$ cat src/rtl/vending_controller.sv
// -----------------------------------------------------------------------------
// vending_controller
//
// Credit-accumulating vending state machine fed by debounced push-button
// levels. Each rising edge of a level becomes exactly one event. Coins add to
// credit, buy dispenses one item and returns any change, and cancel refunds
// the whole credit.
//
// Parameters:
//   PRICE       item price in cents (must be <= MAX_CREDIT)
//   MAX_CREDIT  highest credit held, in cents
//   CREDIT_W    width of credit/change buses (2^CREDIT_W > MAX_CREDIT + 25)
//
// Ports:
//   clk_in        board clock
//   rst           asynchronous active-high reset
//   coin5/10/25   debounced coin levels
//   buy, cancel   debounced request levels
//   credit        current credit in cents (registered)
//   dispense      one-cycle pulse, one item released
//   change        change amount, non-zero only while change_valid is high
//   change_valid  one-cycle pulse qualifying change
//   coin_reject   one-cycle pulse, coin(s) of the previous sample refused
// -----------------------------------------------------------------------------
module vending_controller #(
    parameter int PRICE      = 15,
    parameter int MAX_CREDIT = 95,
    parameter int CREDIT_W   = 7
) (
    input  logic                clk_in,
    input  logic                rst,
    input  logic                coin5,
    input  logic                coin10,
    input  logic                coin25,
    input  logic                buy,
    input  logic                cancel,
    output logic [CREDIT_W-1:0] credit,
    output logic                dispense,
    output logic [CREDIT_W-1:0] change,
    output logic                change_valid,
    output logic                coin_reject
);

    typedef enum logic [1:0] {
        ST_IDLE,
        ST_COLLECT,
        ST_VEND,
        ST_CHANGE
    } state_t;

    // Bit positions inside the packed input vector
    localparam int N_IN     = 5;
    localparam int IDX_C5   = 0;
    localparam int IDX_C10  = 1;
    localparam int IDX_C25  = 2;
    localparam int IDX_BUY  = 3;
    localparam int IDX_CNCL = 4;

    localparam logic [CREDIT_W-1:0] COIN5_W  = CREDIT_W'(5);
    localparam logic [CREDIT_W-1:0] COIN10_W = CREDIT_W'(10);
    localparam logic [CREDIT_W-1:0] COIN25_W = CREDIT_W'(25);
    localparam logic [CREDIT_W-1:0] PRICE_W  = CREDIT_W'(PRICE);
    // One extra bit so credit + simultaneous coins can never wrap before compare
    localparam logic [CREDIT_W:0]   MAX_W    = (CREDIT_W+1)'(MAX_CREDIT);

    state_t              state_reg;
    logic [CREDIT_W-1:0] credit_reg;
    logic [CREDIT_W-1:0] change_reg;
    logic                dispense_reg;
    logic                change_valid_reg;
    logic                coin_reject_reg;
    logic [N_IN-1:0]     prev_reg;

    logic [N_IN-1:0]     level_vec;
    logic [N_IN-1:0]     event_vec;
    logic [CREDIT_W-1:0] coin_sum;
    logic [CREDIT_W:0]   sum_wide;
    logic [CREDIT_W-1:0] remainder;
    logic                any_coin;
    logic                coin_fits;
    logic                buy_ok;

    assign level_vec = {cancel, buy, coin25, coin10, coin5};

    // Rising-edge detect per input; prev resets to 1 so a level already high
    // at reset release must drop and rise again before it counts.
    genvar gi;
    generate
        for (gi = 0; gi < N_IN; gi++) begin : g_edge
            assign event_vec[gi] = level_vec[gi] & ~prev_reg[gi];
        end
    endgenerate

    always_comb begin
        coin_sum = '0;
        if (event_vec[IDX_C5])  coin_sum = coin_sum + COIN5_W;
        if (event_vec[IDX_C10]) coin_sum = coin_sum + COIN10_W;
        if (event_vec[IDX_C25]) coin_sum = coin_sum + COIN25_W;
    end

    assign any_coin  = |event_vec[IDX_C25:IDX_C5];
    assign sum_wide  = {1'b0, credit_reg} + {1'b0, coin_sum};
    assign coin_fits = (sum_wide <= MAX_W);
    assign remainder = credit_reg - PRICE_W;
    assign buy_ok    = (credit_reg >= PRICE_W);

    always_ff @(posedge clk_in or posedge rst) begin
        if (rst) begin
            state_reg        <= ST_IDLE;
            credit_reg       <= '0;
            change_reg       <= '0;
            dispense_reg     <= 1'b0;
            change_valid_reg <= 1'b0;
            coin_reject_reg  <= 1'b0;
            prev_reg         <= '1;
        end else begin
            prev_reg         <= level_vec;
            // Pulses default low so each lasts exactly one cycle
            dispense_reg     <= 1'b0;
            change_valid_reg <= 1'b0;
            change_reg       <= '0;
            coin_reject_reg  <= 1'b0;

            case (state_reg)
                ST_IDLE, ST_COLLECT: begin
                    // In IDLE credit is 0, so buy can never qualify and cancel
                    // has nothing to refund: both are simply ignored there.
                    if (state_reg == ST_COLLECT && event_vec[IDX_CNCL]) begin
                        state_reg        <= ST_CHANGE;
                        change_valid_reg <= 1'b1;
                        change_reg       <= credit_reg;
                        coin_reject_reg  <= any_coin;
                    end else if (state_reg == ST_COLLECT && event_vec[IDX_BUY] && buy_ok) begin
                        state_reg       <= ST_VEND;
                        dispense_reg    <= 1'b1;
                        coin_reject_reg <= any_coin;
                    end else if (any_coin) begin
                        if (coin_fits) begin
                            credit_reg <= sum_wide[CREDIT_W-1:0];
                            state_reg  <= ST_COLLECT;
                        end else begin
                            coin_reject_reg <= 1'b1;
                        end
                    end
                end

                ST_VEND: begin
                    coin_reject_reg <= any_coin;
                    credit_reg      <= remainder;
                    if (remainder != '0) begin
                        state_reg        <= ST_CHANGE;
                        change_valid_reg <= 1'b1;
                        change_reg       <= remainder;
                    end else begin
                        state_reg <= ST_IDLE;
                    end
                end

                ST_CHANGE: begin
                    coin_reject_reg <= any_coin;
                    credit_reg      <= '0;
                    state_reg       <= ST_IDLE;
                end

                default: begin
                    state_reg  <= ST_IDLE;
                    credit_reg <= '0;
                end
            endcase
        end
    end

    assign credit       = credit_reg;
    assign dispense     = dispense_reg;
    assign change       = change_reg;
    assign change_valid = change_valid_reg;
    assign coin_reject  = coin_reject_reg;

endmodule

$ cat config.mk
export PLATFORM = sky130hd
export DESIGN_NAME = vending_controller
export DESIGN_NICKNAME = d
export VERILOG_FILES = /design/src/rtl/vending_controller.sv
export SDC_FILE = /design/constraint.sdc
export NUM_CORES = 1
export LEC_CHECK = 0
export CORE_AREA = 2 2 57 59
export CTS_CLUSTER_SIZE = 28
export DETAILED_ROUTE_END_ITERATION = 12
export DIE_AREA = 0 0 59 61
export PLACE_DENSITY = 0.77
export SYNTH_ARGS = -nofsm -noshare
export SYNTH_HDL_FRONTEND = slang
export SYNTH_SLANG_ARGS = --single-unit
$ cat constraint.sdc
create_clock -name clk_in -period 3.9 [get_ports clk_in]
set_clock_uncertainty 0.05 [all_clocks]
set_input_delay 1.17 -clock clk_in [delete_from_list [all_inputs] [get_ports clk_in]]
set_output_delay 1.17 -clock clk_in [all_outputs]
set_load 0.01 [all_outputs]
# Word level (Yosys, flattened, before mapping)
# Cells that the tools add are included.
# word_totals
elab_cells	70
output_inout_bits	17
inputBits	7
ff_bits	24
# classes
mux	28
n_addsub	4
n_eq_ne	9
n_reduce_logical	10
magnitude_cmp	2
n_bitwise	10
# op_table
operator	n
$mux W7	8
$pmux W7 S3	1
$pmux W7 S2	1
$mux W2	5
$mux W1	9
$add A7 B7 Y8	1
$le A8 B7 Y1 const B	1
$ne A2 B2 Y1 const B	4
$ne A4 B4 Y1 const B	2
$add A7 B4 Y7 const B	1
$add A7 B5 Y7 const B	1
$ge A7 B4 Y1 const B	1
$reduce_bool A7 Y1	1
$sub A7 B4 Y7 const B	1
$pmux W2 S3	1
$and A1 B1 Y1	5
$not A1 Y1	5
$eq A2 B2 Y1 const B	2
$pmux W1 S2	2
$reduce_and A4 Y1	1
$reduce_or A2 Y1	2
$logic_and A1 B1 Y1	3
$mux W3	1
$reduce_or A3 Y1	1
3 further kinds	3

# Longest topological paths before layout
# depth
ltp_word	14
depth_mapped	13
depth_no_buf	12

# Worst setup path before layout
# OpenSTA, ideal clock, no wires.
# synth_timing
path_kind	input to register
startpoint	input port coin10
endpoint	register credit_reg[2], in the netlist credit[2]
slack_ps	-124
setup_ps	124
cell_stages	12
path_buffers	1
required_time_ps	3726
arrival_ps	3850
path_cell_list	nor2b_1 -> inv_1 -> ha_1 -> o21ai_0 -> ha_1 -> a211oi_4 -> o211ai_2 -> a2111o_1 -> a21oi_2 -> buf_6 -> o22ai_1 -> a211o_1
# synth_between
elab_chain_cells	10
elab_cells_between_ends	15
classes_between	add/sub: 2; order compare: 1; eq/ne: 2; mux: 7; bitwise: 1; reduce/logical: 2
# synth_lines
item	line_no	source
start: declaration	33	input logic coin10,
$and A1 B1 Y1 *	90	assign event_vec[gi] = level_vec[gi] & ~prev_reg[gi];
parallel branches: the longest is 9 deep, another holds $add A7 B7 Y8	--	
end signal: assignment	139	credit_reg <= sum_wide[CREDIT_W-1:0];
end signal: assignment	149	credit_reg <= remainder;
end: declaration	67	logic [CREDIT_W-1:0] credit_reg;
# Every way passes the cells marked *. The select of a mux whose other input is x is not followed.
# A chain may end at the register's enable or synchronous reset.

# Worst setup path after layout
# layout_timing
startpoint	input port coin25
endpoint	register credit_reg[6], in the netlist credit[6]
# layout_between
elab_chain_cells	8
elab_cells_between_ends	13
classes_between	add/sub: 1; order compare: 1; eq/ne: 2; mux: 6; bitwise: 1; reduce/logical: 2
# layout_lines
item	line_no	source
start: declaration	34	input logic coin25,
$and A1 B1 Y1 *	90	
parallel branches: the longest is 7 deep, another holds $add A7 B7 Y8	--	
# Marks and branches as above.

==> impl_metrics.py <==
metrics = {
    "global_routing": {
        "antenna_found_initial": 0,
        "gr-total-overflow": 0,
        "first_global_vias": 1389,
        "grt_util_all_layers_pct": 22.8,
        "grt_max_degree": 25,
        "grt_pass1_wl_mm": 6.17,
    },
    "synthesis": {
        "yosys.area.top_type": "dfrtp_1",
        "syn-num-nets": 172,
        "yosys_warnings": 0,
        "syn_area_per_cell_sq_um": 9.78,
        "yosysSeqAreaShare_pct": 39.8,
        "ys_ff_latch": 24,
        "syn_inst": 156,
        "async_flop_share_pct": 100,
        "synth_top_cell_area_share_pct": 31.2,
        "synthTopCellsByArea": "dfrtp_1, dfstp_2, ha_1, o21ai_0, nor2_1",
        "synth-edff-count": 0,
        "yosysUniqueCellTypes": 51,
        "synth_area_sq_um": 1530,
        "synth_flop_cell": "dfrtp_1",
    },
    "power_and_ir_drop": {
        "clockPowerShare_pct": 9.1,
        "total_power_mw": 1.47,
        "switchingPower_uw": 614,
        "max-vdd-ir-drop_mv": 0.365,
        "p_seq_share_pct": 31.8,
        "leakage_nw": 0.961,
        "combPwrFrac_pct": 59.2,
        "power_density_nw_per_um2": 697,
        "cellInternalPower_uw": 857,
        "p_sw_share_pct": 41.7,
    },
    "cts": {
        "numCtsBuffers": 3,
        "clk_latency_ns": 0.31,
        "cts-root-buf": "clkbuf_4",
        "htree_levels": 1,
        "cts_tree": "built",
        "clkTransAtPathRegs_ns": 0.14,
        "clock-sinks": 24,
        "clock_path_buffers": 2,
    },
    "timing": {
        "worstMarginPinSlew_ns": 0.868,
        "setup_viol_count_final": 0,
        "slew_violations": 0,
        "clock.fmax_mhz": 267,
        "period_needed_ns": 3.75,
        "period_share_pct": 96.1,
        "relSlewSlack_pct": 42.0,
        "tns_ns": 0,
        "rsz0062_at_grt": "false",
        "finalHoldViolations": 0,
    },
    "detailed_routing": {
        "vias": 1432,
        "wirelength_mm": 3.76,
        "antenna_left": 0,
        "drt_first_pass_iters": 4,
        "drt_iter0_drc": 52,
        "via_per_inst": 5.97,
        "drc": 0,
        "wire_per_inst_um": 15.7,
    },
    "placement": {
        "gp_congestion": 0.943,
        "dp_cells": 231,
        "hpwlAfterDp_mm": 2.73,
        "port_buffers": 23,
        "placed_area_sq_um": 1940,
    },
    "critical_path": {
        "crit_arrival_ns": 3.91,
        "start_kind": "primary input",
        "regToRegSetupSlack_ns": 0.78,
        "crit_end": "credit[6]",
        "reg2regPathDepth": 13,
        "regToRegStartpoint": "prev_reg[0]",
        "rr_endpoint": "credit[0]",
        "endpoint_kind": "flip-flop",
        "worstPathMaxFanout": 4,
        "cp_data_required_time_ns": 4.07,
        "crit_start": "coin25",
        "crit_type": "in2reg",
    },
    "floorplan": {
        "fp.dieArea_sq_um": 3600,
        "start_util_pct": 51.7,
        "ios": 24,
        "row_count": 20,
        "die_x_um": 59,
        "die_height_um": 61,
        "fp.coreArea_sq_um": 2950,
    },
    "flow_run": {
        "drv_cap": 0,
    },
    "cells_and_area": {
        "utilization_pct": 71.4,
        "final_common_cell": "buf_4",
        "diodes": 0,
        "layout_common_cells": "buf_4, clkdlybuf4s50_1, dfrtp_1",
        "nets": 224,
        "fillers": 216,
        "area_delta_synth_final_pct": 38.2,
        "layout-drive-gt1-share_pct": 27.5,
        "final_area_sq_um": 2110,
        "finalNonFillerCells": 240,
    },
    "status": {
        "status": "finished, final reports clean",
    },
    "min_path": {
        "hold_start": "state_reg[0]",
        "min_path_type": "reg2reg",
    },
}
-- synthesized netlist by cell type (2+ instances only) --
| cell type | count |
|---|---|
| a21boi_0 | 2 |
| nor2b_1 | 4 |
| nand3_1 | 6 |
| mux2i_1 | 2 |
| dfrtp_1 | 19 |
| nor3_1 | 3 |
| ha_1 | 8 |
| a211oi_1 | 3 |
| a21o_1 | 3 |
| nand2_1 | 11 |
| a21oi_1 | 8 |
| nor2_1 | 12 |
| nor4bb_1 | 2 |
| xnor2_1 | 4 |
| nand2b_1 | 2 |
| and2_1 | 2 |
| or3_1 | 2 |
| buf_6 | 2 |
| o211ai_1 | 2 |
| xor2_1 | 2 |
| o32a_2 | 2 |
| o21ai_0 | 12 |
| inv_1 | 8 |
| nor3b_1 | 2 |
| dfstp_2 | 5 |
| o22ai_1 | 3 |
-- critical path, cell delays in order --
cell and delay [ns]:
clkdlybuf4s50_1 0.47, buf_4 0.11, nand2b_1 0.13, nand2_1 0.15
o21ai_4 0.09, fa_2 0.39, a211oi_4 0.25, buf_4 0.15
buf_4 0.09, buf_4 0.09, buf_4 0.09, buf_4 0.10
o21bai_1 0.08, a21oi_2 0.17, and2_1 0.14, o21ai_0 0.07
o311a_2 0.16
-- how the worst min path moves through the flow --
stage,slack (ns),cells after the start,to
global route,0.68,2,state_reg[0]
floorplan,0.52,3,dispense
finish,0.64,2,state_reg[0]
global placement,0.60,2,state_reg[0]
detailed placement,0.61,2,state_reg[0]
CTS,0.63,2,state_reg[0]
-- cells by family (layout without fill, tap and decap cells) --
logic type	count (synthesis)	in the layout	share of synthesized area (%)
DFF	24	24	39.8
buffers and inverters	11	62	3.69
muxes	2	2	1.31
adders and majority gates	9	9	7.88
and+or+nand+nor	53	53	18.6
xor gates and xnor gates	6	6	3.45
AOI/OAI and AO/OA	51	51	25.3
-- stage by stage --
stage	hold slack, ns	setup WS (ns)
finish	0.636	0.152
global route	0.681	0.00810
CTS	0.627	0.00200
detailed placement	0.610	-0.543
global placement	0.598	-0.388
floorplan	0.516	0.00514
-- per-layer routing --
layer  vias to the layer above  track usage (%)  part of all wire [%]
met2                        56             40.2                    51
li1                        683                -                     -
met5                         -                0                     0
met4                         0             7.47                   1.1
met1                       687             29.2                    43
met3                         6             2.56                   4.7
-- area by class of cell --
type                    count  area, sq um  area share (%)
multi-input cells         121          948            45.0
flip-flops and latches     24          607            28.8
repair buffers             50          445            21.1
well taps                  33         41.3            1.96
clock buffers               4         36.3            1.72
inverters                   8         30.0            1.42
-- what timing repair did --
action                     in CTS  in global routing
cloned                          0                  0
gates resized for setup         9                 11
setup endpoints to repair       8                  9
pin swaps                       5                  5
buffers inserted                4                  1
hold buffers                    0                  0
-- power by group through the flow --
stage          clock network (mW)  logic (mW)  registers, mW
2_1_floorplan                   0       0.478          0.445
3_3_place_gp                    0       0.764          0.458
3_5_place_dp                    0       0.782          0.466
4_1_cts                     0.134       0.848          0.463
5_1_grt                     0.142       0.944          0.483
6_report                    0.134       0.870          0.467
Note: power is estimated with default switching activity, not from simulation.
